File: src/rtl/move_backtrack_sequencer.sv
// Replays an ant's move stack in reverse to walk it back toward home, clamping at grid edges.
// Optional BACKTRACK_HOLD_EN adds a Hold input that parks the FSM in CHECK.
module move_backtrack_sequencer #(
    parameter int GRID_W = 5,
    parameter int CNT_W  = 6
) (
    input  logic              Clk,
    input  logic              Resetn,
    input  logic              Start,
    input  logic              Abort,
    input  logic              Load,
    input  logic [GRID_W-1:0] Load_x,
    input  logic [GRID_W-1:0] Load_y,
    input  logic              Stack_empty,
    input  logic [2:0]        Move_in,
`ifdef BACKTRACK_HOLD_EN
    input  logic              Hold,
`endif
    output logic              Pop,
    output logic [GRID_W-1:0] Pos_x,
    output logic [GRID_W-1:0] Pos_y,
    output logic              Busy,
    output logic              Done,
    output logic [CNT_W-1:0]  Step_cnt,
    output logic              Edge_err
);

    typedef enum logic [2:0] {IDLE, CHECK, POP, WAIT, APPLY, DONE} state_t;

    state_t            state;
    logic [2:0]        move_q;
    logic [2:0]        rev;
    logic              hold;
    logic              x_up, x_dn, y_up, y_dn;
    logic              clamp;
    logic [GRID_W-1:0] next_x, next_y;

`ifdef BACKTRACK_HOLD_EN
    assign hold = Hold;
`else
    assign hold = 1'b0;
`endif

    // Undo a move by applying the opposite compass direction.
    always_comb begin
        rev    = move_q + 3'd4;
        x_up   = rev inside {3'd1, 3'd2, 3'd3};
        x_dn   = rev inside {3'd5, 3'd6, 3'd7};
        y_up   = rev inside {3'd7, 3'd0, 3'd1};
        y_dn   = rev inside {3'd3, 3'd4, 3'd5};
        next_x = Pos_x;
        next_y = Pos_y;
        clamp  = 1'b0;
        if (x_up) begin
            if (Pos_x == '1) clamp = 1'b1;
            else             next_x = Pos_x + GRID_W'(1);
        end
        if (x_dn) begin
            if (Pos_x == '0) clamp = 1'b1;
            else             next_x = Pos_x - GRID_W'(1);
        end
        if (y_up) begin
            if (Pos_y == '1) clamp = 1'b1;
            else             next_y = Pos_y + GRID_W'(1);
        end
        if (y_dn) begin
            if (Pos_y == '0) clamp = 1'b1;
            else             next_y = Pos_y - GRID_W'(1);
        end
    end

    always_ff @(posedge Clk or negedge Resetn) begin
        if (!Resetn) begin
            state    <= IDLE;
            move_q   <= '0;
            Pop      <= 1'b0;
            Pos_x    <= '0;
            Pos_y    <= '0;
            Busy     <= 1'b0;
            Done     <= 1'b0;
            Step_cnt <= '0;
            Edge_err <= 1'b0;
        end else begin
            Pop  <= 1'b0;
            Done <= 1'b0;
            if (state != IDLE && Abort) begin
                state <= IDLE;
                Busy  <= 1'b0;
            end else begin
                case (state)
                    IDLE: begin
                        if (Load) begin
                            Pos_x <= Load_x;
                            Pos_y <= Load_y;
                        end
                        if (Start) begin
                            state    <= CHECK;
                            Busy     <= 1'b1;
                            Step_cnt <= '0;
                            Edge_err <= 1'b0;
                        end
                    end
                    CHECK: begin
                        if (!hold) begin
                            if (Stack_empty) begin
                                state <= DONE;
                                Done  <= 1'b1;
                            end else begin
                                state <= POP;
                                Pop   <= 1'b1;
                            end
                        end
                    end
                    POP: state <= WAIT;
                    WAIT: begin
                        move_q <= Move_in;
                        state  <= APPLY;
                    end
                    APPLY: begin
                        Pos_x <= next_x;
                        Pos_y <= next_y;
                        if (clamp) Edge_err <= 1'b1;
                        if (Step_cnt != '1) Step_cnt <= Step_cnt + CNT_W'(1);
                        state <= CHECK;
                    end
                    DONE: begin
                        state <= IDLE;
                        Busy  <= 1'b0;
                    end
                    default: begin
                        state <= IDLE;
                        Busy  <= 1'b0;
                    end
                endcase
            end
        end
    end

endmodule

File: config.mk
export PLATFORM = sky130hd
export DESIGN_NAME = move_backtrack_sequencer
export DESIGN_NICKNAME = d
export VERILOG_FILES = /design/src/rtl/move_backtrack_sequencer.sv
export SDC_FILE = /design/constraint.sdc
export NUM_CORES = 1
export LEC_CHECK = 0
export ABC_AREA = 1
export BUFFER_PORTS_ARGS = -buffer_cell sky130_fd_sc_hd__buf_2
export CORE_UTILIZATION = 55
export CTS_CLUSTER_DIAMETER = 150
export CTS_CLUSTER_SIZE = 12
export DETAILED_ROUTE_END_ITERATION = 6
export PLACE_DENSITY_LB_ADDON = 0.2
export SYNTH_ARGS = -nofsm -noshare
export SYNTH_HDL_FRONTEND = slang
export SYNTH_SLANG_ARGS = --single-unit
File: constraint.sdc
create_clock -name Clk -period 1.65 [get_ports Clk]
set_input_delay 0.4125 -clock Clk [delete_from_list [all_inputs] [get_ports Clk]]
set_output_delay 0.4125 -clock Clk [all_outputs]
set_load 0.1 [all_outputs]
==> impl_metrics.xml <==
<?xml version="1.0" encoding="UTF-8"?>
<metrics>
  <group name="run_status">
    <metric name="run_status" unit="">complete, but fails checks</metric>
    <metric name="violations" unit="">setup timing</metric>
  </group>
  <group name="yosys">
    <metric name="yosysSeqAreaShare" unit="%">34.8</metric>
    <metric name="synth.largest_area_cell" unit="">sky130_fd_sc_hd__dfrtp_1</metric>
    <metric name="ys_top_cells_by_count" unit="">sky130_fd_sc_hd__nand2_1 (75), sky130_fd_sc_hd__nor2_1 (45), sky130_fd_sc_hd__inv_1 (34)</metric>
    <metric name="yosys_warnings" unit="">0</metric>
    <metric name="synth_fp_nets" unit="">306</metric>
    <metric name="synth.ff_latch_count" unit="">26</metric>
    <metric name="synth_cell_types" unit="">27</metric>
    <metric name="syn_area" unit="um2">1870</metric>
    <metric name="synthArstFlopShare" unit="%">100</metric>
    <metric name="synth_enable_flop_cells" unit="">0</metric>
    <metric name="synth_largest_type_area_fraction" unit="%">34.8</metric>
    <metric name="synthFlopType" unit="">sky130_fd_sc_hd__dfrtp_1</metric>
    <metric name="synth.top_cells.by_area" unit="">sky130_fd_sc_hd__dfrtp_1 (35%), sky130_fd_sc_hd__nand2_1 (15%), sky130_fd_sc_hd__nor2_1 (9.0%)</metric>
    <metric name="synth.most_common_cell" unit="">sky130_fd_sc_hd__nand2_1</metric>
    <metric name="syn_inst" unit="">281</metric>
    <metric name="avgSynthCellArea" unit="um2">6.65</metric>
  </group>
  <group name="worst_setup_path">
    <metric name="r2r_slack" unit="ps">-10</metric>
    <metric name="crit_path_start_kind" unit="">flop</metric>
    <metric name="timing.rr.start" unit="">Pos_x[0]</metric>
    <metric name="crit_path_max_fanout" unit="">5</metric>
    <metric name="reg2regPathDepth" unit="">11</metric>
    <metric name="worstReg2RegEnd" unit="">Pos_x[0]</metric>
    <metric name="critical_path_arrival" unit="ps">1900</metric>
    <metric name="crit_path_kind" unit="">reg -&gt; reg</metric>
    <metric name="critical_path_required" unit="ps">1890</metric>
    <metric name="timing.critical_path.to_type" unit="">flop</metric>
  </group>
  <group name="job">
    <metric name="max_cap_viols" unit="">0</metric>
  </group>
  <group name="timing">
    <metric name="timing.final.hold_violations" unit="">0</metric>
    <metric name="final_max_slew_viol_count" unit="">0</metric>
    <metric name="timing.final.ws_setup" unit="ps">-10.7</metric>
    <metric name="hold_slack" unit="ps">57.3</metric>
    <metric name="worstMarginPinSlew" unit="ps">580</metric>
    <metric name="totalNegativeSetupSlack" unit="ps">-13.0</metric>
    <metric name="fin_worst_skew" unit="ps">8.71</metric>
    <metric name="fmax" unit="GHz">0.602</metric>
    <metric name="unrepaired_setup_endpoints_after_global_routing" unit="">yes</metric>
    <metric name="maxSlewHeadroom" unit="%">61.3</metric>
    <metric name="setup_viol" unit="">2</metric>
    <metric name="period_needed" unit="ps">1660</metric>
    <metric name="final.period_utilization" unit="%">101</metric>
  </group>
  <group name="placement">
    <metric name="hpwl" unit="mm">3.15</metric>
    <metric name="gp_congestion" unit="">0.941</metric>
    <metric name="dpl_cell_area" unit="um2">2160</metric>
    <metric name="port_buffers" unit="">38</metric>
  </group>
  <group name="cts">
    <metric name="htree_num_levels" unit="">1</metric>
    <metric name="clkSinkCount" unit="">26</metric>
    <metric name="cts.clk_slew.worst_paths" unit="ps">150</metric>
    <metric name="clk_latency" unit="ps">330</metric>
    <metric name="root_buffer" unit="">sky130_fd_sc_hd__clkbuf_4</metric>
    <metric name="cts_buffer_depth" unit="">2</metric>
    <metric name="holdBufCountCts" unit="">0</metric>
    <metric name="cts_buffers" unit="">3</metric>
    <metric name="tritoncts" unit="">done</metric>
  </group>
  <group name="die">
    <metric name="die_w" unit="um">60.3</metric>
    <metric name="core-area" unit="um2">3130</metric>
    <metric name="die_area" unit="um2">3630</metric>
    <metric name="floorplan.initialDensity" unit="%">59.7</metric>
    <metric name="rows" unit="">20</metric>
    <metric name="io_pins" unit="">39</metric>
    <metric name="die_height" unit="um">60.3</metric>
  </group>
  <group name="worst_hold_path">
    <metric name="hp-class" unit="">in -&gt; async</metric>
  </group>
  <group name="layout">
    <metric name="n_antenna_cell" unit="">0</metric>
    <metric name="drive_gt1_share" unit="%">29.7</metric>
    <metric name="synthToLayoutAreaGrowth" unit="%">23.6</metric>
    <metric name="finish.instance_area" unit="um2">2310</metric>
    <metric name="layout.nets" unit="">356</metric>
  </group>
  <group name="grt">
    <metric name="grt_first_pass_wirelength" unit="mm">6.80</metric>
    <metric name="largest_net_degree_at_the_start_of_global_routing" unit="">27</metric>
    <metric name="number_of_antenna_violations_at_the_first_check_in_global_routing" unit="">0</metric>
    <metric name="global_route.usage.total" unit="%">24.9</metric>
    <metric name="overflow" unit="">0</metric>
    <metric name="grt_pass1_vias" unit="">1647</metric>
  </group>
  <group name="drt">
    <metric name="route.final.wire_length" unit="mm">4.28</metric>
    <metric name="detailedRoute.firstIterationViolations" unit="">169</metric>
    <metric name="drt-vias-per-instance" unit="">5.11</metric>
    <metric name="drtPass1Iterations" unit="">4</metric>
    <metric name="post_drt_wl_per_cell" unit="um">11.4</metric>
    <metric name="remaining_drc_errors" unit="">0</metric>
    <metric name="vias" unit="">1912</metric>
    <metric name="final_antenna_net_count" unit="">0</metric>
  </group>
</metrics>
## what timing repair did
item / CTS / global route
setup buffers: 0 / 9
pin swaps: 0 / 3
endpoints found under the setup margin: 6 / 15
gates resized for setup: 6 / 15
## placed cells by master, fill, tap and decap left out
cell	instances
sky130_fd_sc_hd__nor2_2	2
sky130_fd_sc_hd__a21oi_1	21
sky130_fd_sc_hd__ha_1	4
sky130_fd_sc_hd__dfrtp_4	8
sky130_fd_sc_hd__ha_4	2
sky130_fd_sc_hd__a21o_1	1
sky130_fd_sc_hd__buf_2	25
sky130_fd_sc_hd__nand2_2	7
sky130_fd_sc_hd__buf_4	18
sky130_fd_sc_hd__clkbuf_4	10
sky130_fd_sc_hd__or2_2	3
sky130_fd_sc_hd__a31oi_1	1
sky130_fd_sc_hd__nand3_1	23
sky130_fd_sc_hd__nor2_4	3
sky130_fd_sc_hd__clkbuf_1	1
sky130_fd_sc_hd__nand2_1	72
sky130_fd_sc_hd__nor2_1	45
sky130_fd_sc_hd__inv_1	31
sky130_fd_sc_hd__a31o_2	1
sky130_fd_sc_hd__o21ai_2	2
sky130_fd_sc_hd__nor3_1	3
sky130_fd_sc_hd__o21ai_1	4
sky130_fd_sc_hd__a211oi_1	1
sky130_fd_sc_hd__dfrtp_2	7
sky130_fd_sc_hd__clkinv_4	1
sky130_fd_sc_hd__inv_4	1
sky130_fd_sc_hd__nand4_1	6
sky130_fd_sc_hd__inv_2	5
sky130_fd_sc_hd__nand3b_2	1
sky130_fd_sc_hd__o21ai_0	4
sky130_fd_sc_hd__xnor2_1	3
sky130_fd_sc_hd__xor2_1	1
sky130_fd_sc_hd__buf_6	1
sky130_fd_sc_hd__dfrtp_1	11
sky130_fd_sc_hd__a21oi_2	1
## metrics by stage
step | setup WS (ps) | cells | util (%)
detailed placement | 32.4 | 361 | 69.0
global route | -109 | 374 | 73.8
finish | -10.7 | 374 | 73.8
CTS | 0.167 | 365 | 70.3
global placement | 84.1 | 361 | 69.0
floorplan | -1.22 | 281 | -
## sequential cells by signal (all words and copies together) (netlist names)
signal    flops
Busy          1
Pos_x         5
Step_cnt      6
Done          1
Pos_y         5
Edge_err      1
Pop           1
move_q        3
state         3
## cell families (layout without fill, tap and decap cells)
group                    after synthesis  in the layout  share of synthesized area, %
flip-flops                            26             26                          34.8
AO/OA/AOI/OAI                         36             36                          10.6
XOR/XNOR                               4              4                          1.88
adder cells (fa/ha/maj)                6              6                          4.02
buffers and inverters                 44             93                          10.2
AND/OR/NAND/NOR                      165            165                          38.5
## worst max-delay path by stage
stage	depth (start not counted)	start	slack, ps	to
after CTS	1	Pos_x[1]	0.2	Pos_x[1]
after floorplan	11	Pos_x[0]	-1	Pos_x[0]
final	11	Pos_x[0]	-10	Pos_x[0]
after global placement	11	Pos_x[0]	80	Pos_x[3]
after detailed placement	9	Pos_y[0]	30	Pos_y[0]
after global routing	11	Pos_x[0]	-110	Pos_x[0]
## per-layer routing
| layer | global-route usage [%] | wire length, um | part of all wire [%] | up-vias |
|---|---|---|---|---|
| li1 | - | - | - | 989 |
| met1 | 32.7 | 1920 | 45 | 851 |
| met2 | 40.3 | 2040 | 48 | 64 |
| met3 | 3.68 | 240 | 5.6 | 8 |
| met4 | 11.0 | 74 | 1.7 | 0 |
| met5 | 0 | 0 | 0 | - |
## layout make-up
cell class	count	area, um2
timing repair buffer	51	324
fill	251	820
sequential	26	689
inverter	38	150
multi-input combinational	211	1060
tap	44	55.1
clock buffer	4	26.3
## worst max-delay path, stage by stage (launching register included)
cell	delay, ps
sky130_fd_sc_hd__dfrtp_4	540
sky130_fd_sc_hd__inv_4	80
sky130_fd_sc_hd__ha_1	140
sky130_fd_sc_hd__inv_1	40
sky130_fd_sc_hd__nor2_1	100
sky130_fd_sc_hd__nand2_1	120
sky130_fd_sc_hd__nand2_2	120
sky130_fd_sc_hd__nand2_2	80
sky130_fd_sc_hd__o21ai_2	150
sky130_fd_sc_hd__inv_1	60
sky130_fd_sc_hd__nor2_1	90
sky130_fd_sc_hd__nor2_1	50
Power is left out: the tool's default activity adds up to more than one toggle a clock period on the data nets, which glitch-free logic cannot reach.
